### src/rtl/digit_scan_ctrl_pkg.sv
// Purpose: shared glyph constants and scan FSM state encoding for the digit scanner.
// Latency: n/a (constants only).
// Backpressure: n/a.
package digit_scan_ctrl_pkg;

  // Active-low segment glyphs, bit order {g,f,e,d,c,b,a}
  localparam logic [6:0] SEG_0    = 7'h40;
  localparam logic [6:0] SEG_1    = 7'h79;
  localparam logic [6:0] SEG_2    = 7'h24;
  localparam logic [6:0] SEG_3    = 7'h30;
  localparam logic [6:0] SEG_4    = 7'h19;
  localparam logic [6:0] SEG_5    = 7'h12;
  localparam logic [6:0] SEG_6    = 7'h02;
  localparam logic [6:0] SEG_7    = 7'h78;
  localparam logic [6:0] SEG_8    = 7'h00;
  localparam logic [6:0] SEG_9    = 7'h10;
  localparam logic [6:0] SEG_DASH = 7'h3F;
  localparam logic [6:0] SEG_OFF  = 7'h7F;

  typedef enum logic [1:0] {
    ST_IDLE  = 2'd0,
    ST_BLANK = 2'd1,
    ST_SHOW  = 2'd2
  } state_t;

endpackage

### src/rtl/digit_scan_ctrl_if.sv
// Purpose: display-path bundle between the scan controller and the digit mux / pins.
// Latency: n/a (wires only).
// Backpressure: none; en gates the whole scan.
interface digit_scan_ctrl_if #(
  parameter int N_DIGITS = 3
);
  logic                en;
  logic [3:0]          digit_in;
  logic [1:0]          sel;
  logic [N_DIGITS-1:0] an;
  logic [6:0]          seg;
  logic                slot_strb;

  // Controller side
  modport master (
    input  en, digit_in,
    output sel, an, seg, slot_strb
  );

  // Mux / board side
  modport slave (
    output en, digit_in,
    input  sel, an, seg, slot_strb
  );
endinterface

### src/rtl/digit_scan_ctrl_bcd_to_7seg.sv
// Purpose: BCD digit to active-low 7-segment glyph; values 10-15 show a dash.
// Latency: combinational, 0 cycles.
// Backpressure: none.
module bcd_to_7seg
  import digit_scan_ctrl_pkg::*;
(
  input  logic [3:0] bcd,
  output logic [6:0] seg
);

  // Glyph lookup
  always_comb begin
    seg = SEG_DASH;
    case (bcd)
      4'd0: seg = SEG_0;
      4'd1: seg = SEG_1;
      4'd2: seg = SEG_2;
      4'd3: seg = SEG_3;
      4'd4: seg = SEG_4;
      4'd5: seg = SEG_5;
      4'd6: seg = SEG_6;
      4'd7: seg = SEG_7;
      4'd8: seg = SEG_8;
      4'd9: seg = SEG_9;
      default: seg = SEG_DASH;
    endcase
  end

endmodule

### src/rtl/digit_scan_ctrl.sv
// Purpose: multiplexed 7-seg scan (sel, anodes, segments) with a blanking gap per slot; optional LZ_SUPPRESS_EN blanks a leading zero.
// Latency: digit_in sampled on the last BLANK cycle of a slot; anode and glyph appear the next cycle.
// Backpressure: none; en=0 forces IDLE (dark, sel=0) on the next cycle.
module digit_scan_ctrl
  import digit_scan_ctrl_pkg::*;
#(
  parameter int N_DIGITS     = 3,
  parameter int PRESCALE     = 50000,
  parameter int BLANK_CYCLES = 8
)(
  input  logic              clk,
  input  logic              reset,
  digit_scan_ctrl_if.master bus
);

  localparam int                  CW         = $clog2(PRESCALE);
  localparam logic [CW-1:0]       CNT_LAST   = CW'(PRESCALE - 1);
  localparam logic [CW-1:0]       BLANK_LAST = CW'(BLANK_CYCLES - 1);
  localparam logic [1:0]          SEL_LAST   = 2'(N_DIGITS - 1);
  localparam logic [N_DIGITS-1:0] AN_OFF     = '1;

  state_t        state;
  logic [CW-1:0] cnt;
  logic [6:0]    glyph;
  logic [6:0]    seg_next;

  bcd_to_7seg u_dec (
    .bcd (bus.digit_in),
    .seg (glyph)
  );

  // Glyph to latch at the end of the blanking gap
  always_comb begin
    seg_next = glyph;
`ifdef LZ_SUPPRESS_EN
    if (bus.sel == SEL_LAST && bus.digit_in == 4'd0) seg_next = SEG_OFF;
`endif
  end

  // Scan FSM, slot counter and registered display outputs
  always_ff @(posedge clk) begin
    if (reset) begin
      state         <= ST_IDLE;
      cnt           <= '0;
      bus.sel       <= 2'd0;
      bus.an        <= AN_OFF;
      bus.seg       <= SEG_OFF;
      bus.slot_strb <= 1'b0;
    end else begin
      bus.slot_strb <= 1'b0;
      if (!bus.en) begin
        // Going dark always restarts the scan from digit 0
        state   <= ST_IDLE;
        cnt     <= '0;
        bus.sel <= 2'd0;
        bus.an  <= AN_OFF;
        bus.seg <= SEG_OFF;
      end else begin
        case (state)
          ST_IDLE: begin
            state   <= ST_BLANK;
            cnt     <= '0;
            bus.sel <= 2'd0;
            bus.an  <= AN_OFF;
          end
          ST_BLANK: begin
            cnt    <= cnt + 1'b1;
            bus.an <= AN_OFF;
            if (cnt == BLANK_LAST) begin
              // Mux output has settled: capture glyph and light this digit
              bus.seg <= seg_next;
              bus.an  <= AN_OFF & ~(N_DIGITS'(1) << bus.sel);
              state   <= ST_SHOW;
            end
          end
          ST_SHOW: begin
            if (cnt == CNT_LAST) begin
              cnt           <= '0;
              bus.sel       <= (bus.sel == SEL_LAST) ? 2'd0 : bus.sel + 2'd1;
              bus.slot_strb <= 1'b1;
              bus.an        <= AN_OFF;
              state         <= ST_BLANK;
            end else begin
              cnt <= cnt + 1'b1;
            end
          end
          default: begin
            state  <= ST_IDLE;
            cnt    <= '0;
            bus.an <= AN_OFF;
          end
        endcase
      end
    end
  end

endmodule
### src/flat_wrapper.sv
// flat-port wrapper written by rule: the top's interface ports become plain ports
module digit_scan_ctrl_flat import digit_scan_ctrl_pkg::*;
#(
  parameter int N_DIGITS     = 3,
  parameter int PRESCALE     = 50000,
  parameter int BLANK_CYCLES = 8
)
  (clk, reset, bus_en, bus_digit_in, bus_sel, bus_an, bus_seg, bus_slot_strb);
  digit_scan_ctrl_if #(.N_DIGITS(N_DIGITS)) bus_i ();
  input  logic clk;
  input  logic reset;
  input wire logic [$bits(bus_i.en)-1:0] bus_en;
  input wire logic [$bits(bus_i.digit_in)-1:0] bus_digit_in;
  output wire logic [$bits(bus_i.sel)-1:0] bus_sel;
  output wire logic [$bits(bus_i.an)-1:0] bus_an;
  output wire logic [$bits(bus_i.seg)-1:0] bus_seg;
  output wire logic [$bits(bus_i.slot_strb)-1:0] bus_slot_strb;
  assign bus_i.en = bus_en;
  assign bus_i.digit_in = bus_digit_in;
  assign bus_sel = bus_i.sel;
  assign bus_an = bus_i.an;
  assign bus_seg = bus_i.seg;
  assign bus_slot_strb = bus_i.slot_strb;
  digit_scan_ctrl #(.N_DIGITS(N_DIGITS), .PRESCALE(PRESCALE), .BLANK_CYCLES(BLANK_CYCLES)) u_core (.clk(clk), .reset(reset), .bus(bus_i));
endmodule
### config.mk
export PLATFORM = sky130hd
export DESIGN_NAME = digit_scan_ctrl_flat
export DESIGN_NICKNAME = d
export VERILOG_FILES = /design/src/rtl/digit_scan_ctrl_pkg.sv /design/src/rtl/digit_scan_ctrl_if.sv /design/src/rtl/digit_scan_ctrl_bcd_to_7seg.sv /design/src/rtl/digit_scan_ctrl.sv /design/src/flat_wrapper.sv
export SDC_FILE = /design/constraint.sdc
export NUM_CORES = 1
export LEC_CHECK = 0
export ABC_CLOCK_PERIOD_IN_PS = 3800
export CORE_MARGIN = 4
export CORE_UTILIZATION = 45
export CTS_CLUSTER_DIAMETER = 120
export DETAILED_ROUTE_END_ITERATION = 10
export GPL_TIMING_DRIVEN = 1
export HOLD_SLACK_MARGIN = 0.15
export PLACE_DENSITY_LB_ADDON = 0.15
export SKIP_LAST_GASP = 1
export SYNTH_ARGS = -nofsm -noshare
export SYNTH_HDL_FRONTEND = slang
export SYNTH_SLANG_ARGS = --single-unit
### constraint.sdc
create_clock -name clk -period 3.8 [get_ports clk]
set_clock_uncertainty 0.15 [all_clocks]
set_input_delay 0.76 -clock clk [delete_from_list [all_inputs] [get_ports clk]]
set_output_delay 0.76 -clock clk [all_outputs]
set_load 0.05 [all_outputs]
* Yosys cells after proc, flatten, opt, wreduce, memory -nomap -nowiden *
Memory sizes are Yosys's and may differ from the RTL's. A register that Yosys moved wholly into a read port is not among the register bits.
Cells that the tools add are included.

operators by class
  $add $sub $neg = 2
  eq/ne operators = 7
  shift operators = 1
  muxes and demuxes = 12
  bitwise logic cells = 3
  reduce and logical (&&, ||, !) cells = 7

operator list
  kind                                                                    count
  16-bit one-hot mux with 2 select lines                                  1
  16-bit by 1-bit adder with 16-bit output, second input constant         1
  16-bit equality test, second input constant                             1
  16-bit by 3-bit equality test with 1-bit output, second input constant  1
  16-bit two-way mux                                                      1
  2-bit two-way mux                                                       4
  3-bit two-way mux                                                       2
  2-bit one-hot mux with 3 select lines                                   1
  3-bit one-hot mux with 2 select lines                                   1
  2-bit AND reduction                                                     3
  2-bit equality test, second input constant                              2
  2-bit by 1-bit != test with 1-bit output, second input constant         2
  2-bit one-hot mux with 2 select lines                                   1
  3-bit inverter                                                          1
  3-bit OR reduction                                                      1
  1-bit by 2-bit left shift with 3-bit output, first input constant       1
  2-bit by 1-bit adder with 2-bit output, second input constant           1
  2-bit by 1-bit equality test with 1-bit output, second input constant   1
  2-bit zero test                                                         1
  1-bit inverter                                                          2
  2-bit nonzero test                                                      1
  2-bit OR reduction                                                      1
  1-bit two-way mux                                                       1

word-level totals
  register bits = 24
  bits in read-only memories = 112
  input bits = 7
  logic and storage cells = 38
  memories kept = 1

memory list
  name              words  bits a word  read ports  clocked after memory_dff  write ports  RTL line                           text
  (name not given)  16     7            1           1                         0            digit_scan_ctrl_bcd_to_7seg.sv:14  case (bcd)

* Logic depth before layout (Yosys ltp) *
  depth in word-level cells = 4
  mapped depth = 7
  mapped depth without buffers = 6

* By module *
A second synthesis with hierarchy kept.

second synthesis, totals
  cells, all modules = 194
  area total of the unflattened synthesis = 1630.3 um2

by module, submodules not included
  module           times used  cells an instance  area each (um2)  sequential area each (um2)
  digit_scan_ctrl  1           161                1425.1           620.6
  bcd_to_7seg      1           33                 205.2            0.0

* Worst setup path after synthesis *
Ideal clock, no wire load.

  path kind = register to register
  start = register u_core.cnt[5]
  end = register u_core.bus.an[0]
  library setup time = 0.131 ns
  data arrival time = 2.019 ns
  required time = 3.519 ns
  setup slack = 1.500 ns
  cell stages (with the launch flop) = 7
  period minus slack after synthesis = 2.300 ns
  cells stage by stage = dfxtp_1 buf_6 or4_4 or4_4 buf_6 a2111oi_0 o21ai_1

between the ends
  word-level cells in the longest chain between the ends = 3

ends and longest elaborated chain
  what                                             RTL line                  text
  from (decl)                                      digit_scan_ctrl.sv:23     logic [CW-1:0] cnt;
  from (signal assigned)                           digit_scan_ctrl.sv:67     cnt <= cnt + 1'b1;
  from (signal assigned)                           digit_scan_ctrl.sv:84     cnt <= cnt + 1'b1;
  16-bit by 3-bit equality test with 1-bit output  digit_scan_ctrl.sv:69     if (cnt == BLANK_LAST) begin
  3-bit two-way mux                                digit_scan_ctrl.sv:69
  3-bit one-hot mux with 2 select lines            digit_scan_ctrl.sv:59     case (state)
  to (signal assigned)                             digit_scan_ctrl.sv:72     bus.an <= AN_OFF & ~(N_DIGITS'(1) << bus.sel);
  to (decl)                                        digit_scan_ctrl_if.sv:17  output sel, an, seg, slot_strb

Several ways; a longest one is shown, not always the timed one.
A chain may end at the register's enable or synchronous reset.

* Worst setup path in the final report *
  start = register u_core.bus.sel[0]
  end = output bus_sel[0]

RTL lines
  what                    RTL line                  text
  from (decl)             digit_scan_ctrl_if.sv:17
  from (signal assigned)  digit_scan_ctrl.sv:79     bus.sel <= (bus.sel == SEL_LAST) ? 2'd0 : bus.sel + 2'd1;
  to (decl)               flat_wrapper.sv:14        output wire logic [$bits(bus_i.sel)-1:0] bus_sel;

No word-level cell between the ends.

==> results.py <==
metrics = {
    "run_status": {
        "status": "completed",
    },
    "global_routing": {
        "overflow": 0,
        "grt_pass1_vias": 1429,
        "grt_usage": 0.1611,
        "antenna_found_initial": 0,
        "grt_pass1_wl_um": 6320,
        "grt_max_degree": 18,
    },
    "yosys": {
        "syn_avg_cell_area_um2": 8.970,
        "synth_cell_types": 45,
        "synth_warnings": 0,
        "async_flop_share": 0,
        "yosys_most_used_dff": "dfxtp_1",
        "seq_area_frac_synth": 0.3661,
        "syn-num-nets": 206,
        "synth_top_area_frac": 0.3661,
        "synth_area_leaders": "dfxtp_1, ha_1, nor3_1, xor2_1, xnor2_1",
        "synth_area_um2": 1695,
        "synth_top_cell_by_area": "dfxtp_1",
        "synth_seq_cells": 31,
        "syn_inst": 189,
        "synth_edf_count": 0,
    },
    "clocking": {
        "cts_setup_buffers": 0,
        "cts_tree": "built",
        "clock_latency_ps": 270,
        "cts_num_sinks": 31,
        "numCtsBuffers": 5,
        "root_buffer": "clkbuf_8",
        "cts-resized-gates": 0,
        "clk_path_buf_depth": 2,
        "cts.clk_slew.worst_paths_ps": 60,
        "htreeDepth": 2,
        "hold_buffers": 0,
    },
    "setup_path": {
        "start_kind": "flip-flop",
        "cp-startpoint": "u_core.bus.sel[0]$_SDFFE_PP0P_",
        "cp_slowest_stage_delay_ps": 840,
        "rr_startpoint": "u_core.cnt[13]$_SDFF_PP0_",
        "rr_endpoint": "u_core.bus.an[0]$_SDFFE_PP1P_",
        "end_kind": "output port",
        "cp_data_required_time_ps": 2890,
        "cp_data_arrival_time_ps": 1560,
        "crit_family": "buffers and inverters",
        "worst-path-buf-inv": 1,
        "rr_worst_depth": 4,
        "critical_path_class": "flip-flop to output port",
        "crit_end": "bus_sel[0]",
        "crit_chain": "clkdlybuf4s50_1",
        "critical_path_depth": 1,
        "rrSetupSlack_ps": 1410,
        "crit_path_top_delay_cell": "clkdlybuf4s50_1",
        "critPathMaxFanout": 7,
    },
    "route": {
        "drtAntennaViolNets": 0,
        "vias": 1457,
        "first_pass_iters": 4,
        "wl_um": 3684,
        "drcViolationCount": 0,
        "wl_per_cell_um": 14.56,
        "drt-initial-drc-count": 70,
        "via_per_inst": 5.759,
    },
    "placed_design": {
        "io_buffer_count": 19,
        "pre_cts_slack_ps": 1304,
        "dp_hpwl_um": 2667,
        "gp_congestion": 0.9740,
        "dpl_cell_area_um2": 1888,
    },
    "power": {
        "internal_power_w": 0.0004710,
        "p_sw_w": 0.0001406,
        "ir_drop_mv": 0.1883,
        "pwr-share-comb": 0.070,
        "p_seq_frac": 0.534,
        "pwr-share-clk": 0.396,
        "sw_frac_of_total": 0.2300,
        "p_leak_nw": 0.6433,
        "p_per_area_nw_per_um2": 310.6,
    },
    "timing": {
        "post-route-min-period_ps": 2468,
        "setup_viol": 0,
        "relSlewSlack": 0.4190,
        "rsz0062_at_grt": "no",
        "fin_crit_sh": 0.6495,
        "worst_slack_ps": 1332,
        "final.setup.tns_ps": 0,
        "finalHoldViolCount": 0,
        "maxSlewViolCount": 0,
        "max_freq_mhz": 405.1,
        "tightest_slew_ps": 863.6,
    },
    "final_layout": {
        "drive_gt1_frac": 0.07805,
        "final_nets": 221,
        "multiInputGateArea_um2": 983.4,
        "area_growth_pct": 16.16,
        "n_fill_cell": 345,
        "seq_area_um2": 620.6,
        "n_antenna_cell": 0,
        "stdcell_area_um2": 1969,
    },
    "run": {
        "drv_cap": 0,
    },
    "floorplanning": {
        "die_area_um2": 4814,
        "core-area_um2": 3661,
        "rows": 22,
        "pin_count": 20,
        "start_util": 0.4631,
        "dieWidth_um": 69.38,
        "die_y_um": 69.38,
    },
    "worst_hold_path": {
        "hold_path.class": "flip-flop to flip-flop",
    },
}
[cells in the mapped netlist (all sizes together) (2+ instances only)]
| library cell | number |
|---|---|
| a2111oi | 3 |
| a211o | 2 |
| a211oi | 3 |
| a21oi | 4 |
| a311oi | 2 |
| a31oi | 2 |
| and3 | 2 |
| and4 | 4 |
| buf | 4 |
| clkbuf | 8 |
| dfxtp | 31 |
| ha | 10 |
| inv | 7 |
| mux2i | 3 |
| nand2 | 9 |
| nand2b | 4 |
| nand3 | 10 |
| nand4 | 8 |
| nor2 | 3 |
| nor2b | 2 |
| nor3 | 17 |
| nor3b | 5 |
| nor4 | 5 |
| o211ai | 2 |
| o21ai | 10 |
| o311ai | 2 |
| or2 | 2 |
| or4 | 2 |
| xnor2 | 6 |
| xor2 | 7 |
[cells in the final DEF (no fill, tap or decap), types with 2 or more instances in the layout]
master           synthesis  layout
dfxtp_1                 31      31
clkdlybuf4s50_1          0      19
nor3_1                  17      17
nand3_1                 10      10
ha_1                    10      10
nand2_1                  9       9
nand4_1                  8       8
inv_1                    7       7
xor2_1                   7       7
o21ai_0                  7       7
xnor2_1                  6       6
nor3b_1                  5       5
nor4_1                   5       5
clkbuf_8                 0       5
nand2b_1                 4       4
and4_1                   3       3
nor2_1                   3       3
a21oi_1                  3       3
mux2i_1                  3       3
a211oi_1                 3       3
a2111oi_0                3       3
o21ai_1                  3       3
or4_4                    2       2
nor2b_1                  2       2
or2_2                    2       2
a31oi_1                  2       2
a311oi_1                 2       2
o311ai_0                 2       2
a211o_1                  2       2
o211ai_1                 2       2
and3_1                   2       2
clkbuf_1                 8       2
[worst min-delay path by stage]
stage	start	to	cells past startpoint
detailed placement	u_core.bus.seg[5]$_SDFFE_PP1P_	u_core.bus.seg[5]$_SDFFE_PP1P_	1
global route	u_core.bus.seg[5]$_SDFFE_PP1P_	u_core.bus.seg[5]$_SDFFE_PP1P_	1
global placement	u_core.bus.seg[5]$_SDFFE_PP1P_	u_core.bus.seg[5]$_SDFFE_PP1P_	1
finish	u_core.bus.seg[5]$_SDFFE_PP1P_	u_core.bus.seg[5]$_SDFFE_PP1P_	1
floorplan	u_core.cnt[0]$_SDFF_PP0_	u_core.cnt[0]$_SDFF_PP0_	1
CTS	u_core.bus.seg[5]$_SDFFE_PP1P_	u_core.bus.seg[5]$_SDFFE_PP1P_	1
[flip-flops by register name, summed over array words and instances (netlist names)]
register              cells
u_core.bus.an             3
u_core.bus.seg            7
u_core.bus.sel            2
u_core.bus.slot_strb      1
u_core.cnt               16
u_core.state              2
[metal layers]
metal	vias to the layer above	GRT usage	routed length [um]
li1	735	-	-
met1	670	0.1763	1590
met2	48	0.2765	1878
met3	4	0.05652	181
met4	0	0.07592	34
met5	-	0	0
[layout make-up]
type / instances / share of cell area
clock buffer: 7 / 0.03875
timing repair buffer: 20 / 0.1004
inverter: 7 / 0.01334
tap: 48 / 0.03050
multi-input combinational: 139 / 0.4994
sequential: 31 / 0.3151
clock inverter: 1 / 0.002541
[metrics by stage]
stage	hold WS, ps	util	total power [W]	cells
after floorplan	301.7	-	0.0003613	189
after global placement	314.5	0.5157	0.0003736	245
after detailed placement	316.2	0.5157	0.0003754	245
after CTS	330.1	0.5379	0.0006205	253
after global routing	353.4	0.5379	0.0006413	253
final	332.3	0.5379	0.0006116	253
[power groups by stage]
stage	registers [W]	clock network [W]	logic (W)
3_5_place_dp	0.000334	0	0.0000415
2_1_floorplan	0.000334	0	0.0000276
3_3_place_gp	0.000334	0	0.0000398
4_1_cts	0.000327	0.000252	0.0000420
5_1_grt	0.000327	0.000269	0.0000459
6_report	0.000327	0.000242	0.0000425
[cell families after synthesis]
family,after synthesis,synth area share
adder cells (fa/ha/maj),10,0.07380
XOR/XNOR,13,0.06716
multiplexers,3,0.01771
AND/OR/NAND/NOR,78,0.2731
AO/OA/AOI/OAI,35,0.1483
flip-flops,31,0.3661
buffers and inverters,19,0.05388
Note: power is estimated with default switching activity, not from simulation.
